==> src/rtl/uart_pkg.sv <==
// Shared definitions for the UART transmitter: FSM encoding, parity types and line levels.
// UART_TX_PARITY_EN adds the PARITY state to the encoding.
package uart_pkg;

`ifdef UART_TX_PARITY_EN
  typedef enum logic [2:0] {
    ST_IDLE   = 3'd0,
    ST_START  = 3'd1,
    ST_DATA   = 3'd2,
    ST_PARITY = 3'd3,
    ST_STOP   = 3'd4
  } uart_state_e;
`else
  typedef enum logic [2:0] {
    ST_IDLE  = 3'd0,
    ST_START = 3'd1,
    ST_DATA  = 3'd2,
    ST_STOP  = 3'd4
  } uart_state_e;
`endif

  localparam logic PAR_EVEN = 1'b0;
  localparam logic PAR_ODD  = 1'b1;

  localparam logic IDLE_LEVEL  = 1'b1;
  localparam logic START_LEVEL = 1'b0;
  localparam logic STOP_LEVEL  = 1'b1;

endpackage

==> src/rtl/uart_tx_if.sv <==
// Request/line bundle between a frame producer (master) and the UART transmitter (slave).
interface uart_tx_if #(
  parameter int DATA_WIDTH = 8
);
  logic [DATA_WIDTH-1:0] P_DATA;
  logic                  DATA_VALID;
  logic                  PAR_EN;
  logic                  PAR_TYP;
  logic                  TX_OUT;
  logic                  Busy;

  modport master (
    output P_DATA, DATA_VALID, PAR_EN, PAR_TYP,
    input  TX_OUT, Busy
  );

  modport slave (
    input  P_DATA, DATA_VALID, PAR_EN, PAR_TYP,
    output TX_OUT, Busy
  );
endinterface

==> src/rtl/uart_tx_parity_calc.sv <==
// Captures the parity enable and the parity bit of the payload at the accepting edge,
// so later changes on the inputs cannot disturb the frame in flight.
module uart_tx_parity_calc
  import uart_pkg::*;
#(
  parameter int DATA_WIDTH = 8
) (
  input  logic                  clk,
  input  logic                  rst_n,
  input  logic                  accept_i,
  input  logic [DATA_WIDTH-1:0] data_i,
  input  logic                  par_en_i,
  input  logic                  par_typ_i,
  output logic                  par_en_o,
  output logic                  par_bit_o
);

  logic par_en_q;
  logic par_bit_q;

  always_ff @(posedge clk) begin
    if (!rst_n) begin
      par_en_q  <= 1'b0;
      par_bit_q <= 1'b0;
    end else if (accept_i) begin
      par_en_q  <= par_en_i;
      par_bit_q <= (^data_i) ^ (par_typ_i == PAR_ODD);
    end
  end

  assign par_en_o  = par_en_q;
  assign par_bit_o = par_bit_q;

endmodule

==> src/rtl/uart_tx.sv <==
// UART transmitter: start bit, DATA_WIDTH bits LSB first, optional parity, one stop bit.
// Define UART_TX_PARITY_EN to build the parity stage; otherwise PAR_EN/PAR_TYP are ignored.
module uart_tx
  import uart_pkg::*;
#(
  parameter int DATA_WIDTH = 8
) (
  input  logic     CLK,
  input  logic     RST,
  uart_tx_if.slave bus
);

  localparam int CNT_W = (DATA_WIDTH > 1) ? $clog2(DATA_WIDTH) : 1;
  localparam logic [CNT_W-1:0] LAST_BIT = CNT_W'(DATA_WIDTH - 1);

  uart_state_e           state_q;
  logic [DATA_WIDTH-1:0] shift_q;
  logic [CNT_W-1:0]      cnt_q;
  logic                  tx_q;
  logic                  busy_q;
  logic                  accept;

  // Busy is low only in IDLE and STOP, which is exactly where a new frame may start.
  assign accept = bus.DATA_VALID && !busy_q;

`ifdef UART_TX_PARITY_EN
  logic par_en_q;
  logic par_bit_q;

  uart_tx_parity_calc #(
    .DATA_WIDTH (DATA_WIDTH)
  ) u_parity (
    .clk       (CLK),
    .rst_n     (RST),
    .accept_i  (accept),
    .data_i    (bus.P_DATA),
    .par_en_i  (bus.PAR_EN),
    .par_typ_i (bus.PAR_TYP),
    .par_en_o  (par_en_q),
    .par_bit_o (par_bit_q)
  );
`else
  logic unused_par;
  assign unused_par = bus.PAR_EN ^ bus.PAR_TYP;
`endif

  always_ff @(posedge CLK) begin
    if (!RST) begin
      state_q <= ST_IDLE;
      shift_q <= '0;
      cnt_q   <= '0;
      tx_q    <= IDLE_LEVEL;
      busy_q  <= 1'b0;
    end else begin
      case (state_q)
        ST_IDLE, ST_STOP: begin
          if (accept) begin
            state_q <= ST_START;
            shift_q <= bus.P_DATA;
            cnt_q   <= '0;
            tx_q    <= START_LEVEL;
            busy_q  <= 1'b1;
          end else begin
            state_q <= ST_IDLE;
            tx_q    <= IDLE_LEVEL;
            busy_q  <= 1'b0;
          end
        end
        ST_START: begin
          state_q <= ST_DATA;
          tx_q    <= shift_q[0];
          shift_q <= shift_q >> 1;
          cnt_q   <= '0;
        end
        ST_DATA: begin
          // cnt_q indexes the bit currently on the line.
          if (cnt_q == LAST_BIT) begin
            cnt_q <= '0;
`ifdef UART_TX_PARITY_EN
            if (par_en_q) begin
              state_q <= ST_PARITY;
              tx_q    <= par_bit_q;
            end else begin
              state_q <= ST_STOP;
              tx_q    <= STOP_LEVEL;
              busy_q  <= 1'b0;
            end
`else
            state_q <= ST_STOP;
            tx_q    <= STOP_LEVEL;
            busy_q  <= 1'b0;
`endif
          end else begin
            cnt_q   <= cnt_q + 1'b1;
            tx_q    <= shift_q[0];
            shift_q <= shift_q >> 1;
          end
        end
`ifdef UART_TX_PARITY_EN
        ST_PARITY: begin
          state_q <= ST_STOP;
          tx_q    <= STOP_LEVEL;
          busy_q  <= 1'b0;
        end
`endif
        default: begin
          state_q <= ST_IDLE;
          tx_q    <= IDLE_LEVEL;
          busy_q  <= 1'b0;
        end
      endcase
    end
  end

  assign bus.TX_OUT = tx_q;
  assign bus.Busy   = busy_q;

endmodule

==> src/flat_wrapper.sv <==
// flat-port wrapper written by rule: the top's interface ports become plain ports
module uart_tx_flat import uart_pkg::*;
#(
  parameter int DATA_WIDTH = 8
)
  (CLK, RST, bus_P_DATA, bus_DATA_VALID, bus_PAR_EN, bus_PAR_TYP, bus_TX_OUT, bus_Busy);
  uart_tx_if #(.DATA_WIDTH(DATA_WIDTH)) bus_i ();
  input  logic CLK;
  input  logic RST;
  input wire logic [$bits(bus_i.P_DATA)-1:0] bus_P_DATA;
  input wire logic [$bits(bus_i.DATA_VALID)-1:0] bus_DATA_VALID;
  input wire logic [$bits(bus_i.PAR_EN)-1:0] bus_PAR_EN;
  input wire logic [$bits(bus_i.PAR_TYP)-1:0] bus_PAR_TYP;
  output wire logic [$bits(bus_i.TX_OUT)-1:0] bus_TX_OUT;
  output wire logic [$bits(bus_i.Busy)-1:0] bus_Busy;
  assign bus_i.P_DATA = bus_P_DATA;
  assign bus_i.DATA_VALID = bus_DATA_VALID;
  assign bus_i.PAR_EN = bus_PAR_EN;
  assign bus_i.PAR_TYP = bus_PAR_TYP;
  assign bus_TX_OUT = bus_i.TX_OUT;
  assign bus_Busy = bus_i.Busy;
  uart_tx #(.DATA_WIDTH(DATA_WIDTH)) u_core (.CLK(CLK), .RST(RST), .bus(bus_i));
endmodule
==> config.mk <==
export PLATFORM = sky130hd
export DESIGN_NAME = uart_tx_flat
export DESIGN_NICKNAME = d
export VERILOG_FILES = /design/src/rtl/uart_pkg.sv /design/src/rtl/uart_tx_if.sv /design/src/rtl/uart_tx_parity_calc.sv /design/src/rtl/uart_tx.sv /design/src/flat_wrapper.sv
export SDC_FILE = /design/constraint.sdc
export NUM_CORES = 1
export LEC_CHECK = 0
export CORE_MARGIN = 1.5
export CORE_UTILIZATION = 35
export DETAILED_ROUTE_END_ITERATION = 16
export SYNTH_ARGS = -nofsm -noshare
export SYNTH_HDL_FRONTEND = slang
export SYNTH_HIERARCHICAL = 1
export SYNTH_SLANG_ARGS = --single-unit
export TNS_END_PERCENT = 20
==> constraint.sdc <==
create_clock -name CLK -period 2.7 [get_ports CLK]
set_input_delay 0.27 -clock CLK [delete_from_list [all_inputs] [get_ports CLK]]
set_output_delay 0.27 -clock CLK [all_outputs]
set_load 0.005 [all_outputs]
==> impl_summary.md <==
Min path
The worst min-delay path class is reg -> reg. The path with the worst hold slack has its endpoint at u_core/bus.TX_OUT$_SDFF_PN1_. The number of instances on the worst hold path is 2. The origin of the worst min-delay path is u_core/shift_q[0]$_SDFFE_PN0P_.

Die
The die outline area is 2420 um2. The die extent in y is 49.2 um. The initial core utilization is 37.7%. The core region is 1980 um2. The initialized floorplan defines 16 standard-cell rows.

The width of the die is 49.2 um. The I/O pin total is 15.

STA
The headroom to the max-slew limit is 63.2%. The final-report max-slew violation count came to 0. The final number of setup-violating endpoints is 0. Setup repair after global routing left no endpoint under its margin. At the pin with the least slew margin, the transition time is 0.551 ns. The final hold violation count was 0.

The worst-case clock skew is ~0.0028 ns. The fraction of the cycle the final worst path needs is around two thirds. Static timing analysis puts the maximum clock frequency at 564 MHz. Subtracting the final worst setup slack from the clock period gives 1.77 ns. The setup total negative slack is 0 ns.

Synth
The synthesized netlist devotes about 1.2% of its cell area to XOR and XNOR gates. The fraction of synthesized area in multiplexers is under 10%. The portion of the post-synthesis area used by sequential elements is 42.9%. The number of enable-type register cells in the synthesized netlist is 0. Summing the areas of all fa, ha and maj instances in the mapped netlist gives under 10% of the synthesized area. Yosys mapped the design onto 27 distinct sky130hd cell types. Synthesis produced 74 cells. The complex-gate fraction of the synthesized area is a little over a fifth. Among all flip-flop cells after synthesis, the most frequent one is sky130_fd_sc_hd__dfxtp_1. After synthesis, the cell types taking the most area are sky130_fd_sc_hd__dfxtp_1 (43%), sky130_fd_sc_hd__mux2i_1 (9.4%), sky130_fd_sc_hd__a21oi_1 (4.0%). In the synthesized netlist, the cells that appear most often are sky130_fd_sc_hd__dfxtp_1 (16), sky130_fd_sc_hd__mux2i_1 (7), sky130_fd_sc_hd__a21oi_1 (6), sky130_fd_sc_hd__nand2_1 (5), sky130_fd_sc_hd__o21ai_0 (5). The share of synthesized flip-flops with an asynchronous set or reset is 0%. Synthesis inferred 16 register bits.

The number of warnings printed during yosys synthesis is 6. A synthesized cell averages 10.1 um2. The simple logic cell fraction of the synthesized area is 15.2%. The area share of the leading cell type in the synthesized netlist is 42.9%. The cell area that synthesis handed to floorplanning was ~750 um2. The number of nets in the synthesized netlist is 89. By area, the combinational part of the netlist is dominated by compound AO/OA/AOI/OAI gates. Summed over all instances, the cell type with the most area after synthesis is sky130_fd_sc_hd__dfxtp_1. The most frequently used cell type in the post-synthesis netlist is sky130_fd_sc_hd__dfxtp_1.

Global routing
The number of antenna violations at the first check in global routing is 0. The pin count of the biggest net entering global routing is 18. The number of global-route vias before repair is 501.

In the global route stage, overall resource usage came out at 10.9%. After global routing the overflow that remains totals 0. The wire length of the first global-routing pass is 2.04 mm.

Critical path
In this run the worst path has a maximum fanout of 17. The maximum cell stage delay along the critical path is roughly 0.50 ns. STA puts the critical path data required time at 2.92 ns. The start of the worst register-to-register path is u_core/state_q[0]$_SDFFE_PN0P_.

The endpoint identified for the worst register-to-register timing path is u_core/shift_q[7]$_SDFFE_PN0P_. The critical-path cell with the highest stage delay is sky130_fd_sc_hd__or3b_2. The setup path with the least slack is of type in -> reg. The critical path goes through clkdlybuf4s50_1, or3b_2, o221ai_4, and3b_1, o21a_1. The worst register-to-register path has a depth of 4.

The worst setup path is launched from a primary input. The worst setup path is captured at a flop. The flop-to-flop setup slack is 0.93 ns. The arrival time of the worst setup path is a little under 2 ns.

Clock network
The clock transition at the registers of the reported paths is 0.09 ns. The setup fix buffers added after clock tree synthesis is 0. The maximum count of clock buffers along a single path is 2. For the worst-skew pair, the clock arrives at the later sink with an insertion delay of 0.27 ns.

The number of clock buffers added by TritonCTS is 3. Post-CTS repair changed the size of 0 cells. The post-cts hold buffer count is 0. The H-tree depth is 1. TritonCTS built the clock tree. The total clock sinks is 16. The buffer cell driving the clock tree root is sky130_fd_sc_hd__clkbuf_4.

Route
Using the TritonRoute via totals, the vias-per-cell ratio works out to 4.79. The detailed-router iteration count before antenna repair is 2. The count of nets left with antenna violations once routing finished came out at 0. The routed layout has approximately 540 vias. The final routed wirelength across all metal layers is 1.18 mm. In the routed design, unresolved DRC markers number 0. The routed wirelength normalized by instance count is 10.5 um. The number of violations reported at the end of detailed-routing iteration 0 is 2.

Layout
The final instance count without filler cells is between 100 and 150. The net count reported at finish is 103. The layout overhead on the synthesized area is 18.6%.

Of the cells placed in the final design, the portion with a size suffix greater than 1 is approximately an eighth. The post-route standard cell area excluding fillers is roughly 900 um2. The repair_antennas step left the layout with diodes totalling 0. The register area is around 320 um2. The footprint of the multi-input gates is 378 um2.

The number of fill cells is 202.

Pwr
For this design the total switching power over the nets is 0.161 mW. Of the total power, the share spent switching nets is 28.8%. The share of total power in the clock network is 21.2%. The total power consumption of the routed design is 0.557 mW. The worst-case IR drop observed on VDD is between 0.0003 and 0.0004 V. The sequential fraction of design power is 52.0%. The total leakage power is roughly 0.32 nW.

The share of total power dissipated in combinational logic is 26.8%. In this run the power density over the cells is ~630 nW/um2. Cell internal power was estimated by the tool at 0.397 mW.

Placed design
The final HPWL from detailed placement is 847 um. The number of cells in the design after placement is 110. The routability-driven placement congestion ratio is 0.725. The count of buffers added on input and output ports is 12. In this run the cell area measured after placement is 863 um2.

Status
The run finished with clean final reports.

Job
Across the run, the number of max-cap violations was 0.
==> cell usage in the layout, fill, tap and decap left out, types with 2 or more instances in the layout <==
cell	n
sky130_fd_sc_hd__clkdlybuf4s50_1	12
sky130_fd_sc_hd__o21a_1	3
sky130_fd_sc_hd__nand2_1	5
sky130_fd_sc_hd__a21oi_2	2
sky130_fd_sc_hd__ha_1	2
sky130_fd_sc_hd__o21ai_0	5
sky130_fd_sc_hd__o21ai_2	2
sky130_fd_sc_hd__clkbuf_4	3
sky130_fd_sc_hd__dfxtp_1	16
sky130_fd_sc_hd__a21oi_1	6
sky130_fd_sc_hd__inv_1	3
sky130_fd_sc_hd__o22ai_1	2
sky130_fd_sc_hd__nor2_1	3
sky130_fd_sc_hd__and2_1	2
sky130_fd_sc_hd__or3b_1	2
sky130_fd_sc_hd__mux2i_1	7
==> state kept, by name, indices dropped and copies added, names as in the netlist <==
register,flops
u_core/cnt_q,3
u_core/bus.Busy,1
u_core/state_q,3
u_core/shift_q,8
u_core/bus.TX_OUT,1
==> area by class of cell <==
class                   count  share of cell area (%)
inverters                   3                    1.27
multi-input cells          52                    42.7
well taps                  27                    3.81
flip-flops and latches     16                    36.2
repair buffers             12                    13.6
clock buffers               3                    2.54
==> stage by stage <==
| step | worst slack, ns | hold slack (ns) | utilization, % |
|---|---|---|---|
| final | 0.928 | 0.481 | 44.7 |
| after global routing | 0.738 | 0.500 | 44.7 |
| after CTS | 0.902 | 0.486 | 44.7 |
| after detailed placement | 0.613 | 0.463 | 43.6 |
| after global placement | 0.644 | 0.448 | 43.6 |
| after floorplan | 1.23 | 0.408 | - |
==> worst max path at each step <==
stage | from | end | slack, ns
after floorplan | u_core/state_q[0]$_SDFFE_PN0P_ | u_core/shift_q[3]$_SDFFE_PN0P_ | 1.23
after global placement | bus_DATA_VALID | u_core/shift_q[7]$_SDFFE_PN0P_ | 0.64
after detailed placement | bus_DATA_VALID | u_core/shift_q[7]$_SDFFE_PN0P_ | 0.61
after CTS | u_core/state_q[0]$_SDFFE_PN0P_ | u_core/shift_q[7]$_SDFFE_PN0P_ | 0.90
after global routing | u_core/state_q[0]$_SDFFE_PN0P_ | u_core/shift_q[0]$_SDFFE_PN0P_ | 0.74
final | bus_DATA_VALID | u_core/shift_q[7]$_SDFFE_PN0P_ | 0.93
==> per-layer routing <==
layer,wire length [um],global-route usage [%],up-vias
met3,32,2.15,2
li1,-,-,288
met4,14,7.62,0
met2,591,18.9,6
met1,542,11.8,245
met5,0,0,-
==> kinds of logic after synthesis <==
group / after synthesis
fa+ha+maj: 2
mux: 7
buf+inv: 6
xor+xnor: 1
simple gates: 20
flops: 16
compound gates: 22
==> critical path: cells and delay by family <==
family / cells / cell delay, ns
and+or+nand+nor: 2 / 0.73
AOI/OAI and AO/OA: 2 / 0.55
buffers and inverters: 1 / 0.44
==> power groups by stage <==
stage                     clock (mW)  sequential, mW  combinational (mW)
after floorplan                    0           0.292               0.123
after global placement             0           0.295               0.149
after detailed placement           0           0.296               0.152
after CTS                      0.126           0.290               0.153
after global routing           0.136           0.295               0.167
final                          0.118           0.290               0.149
No activity file was read; power rests on OpenSTA's default activity.
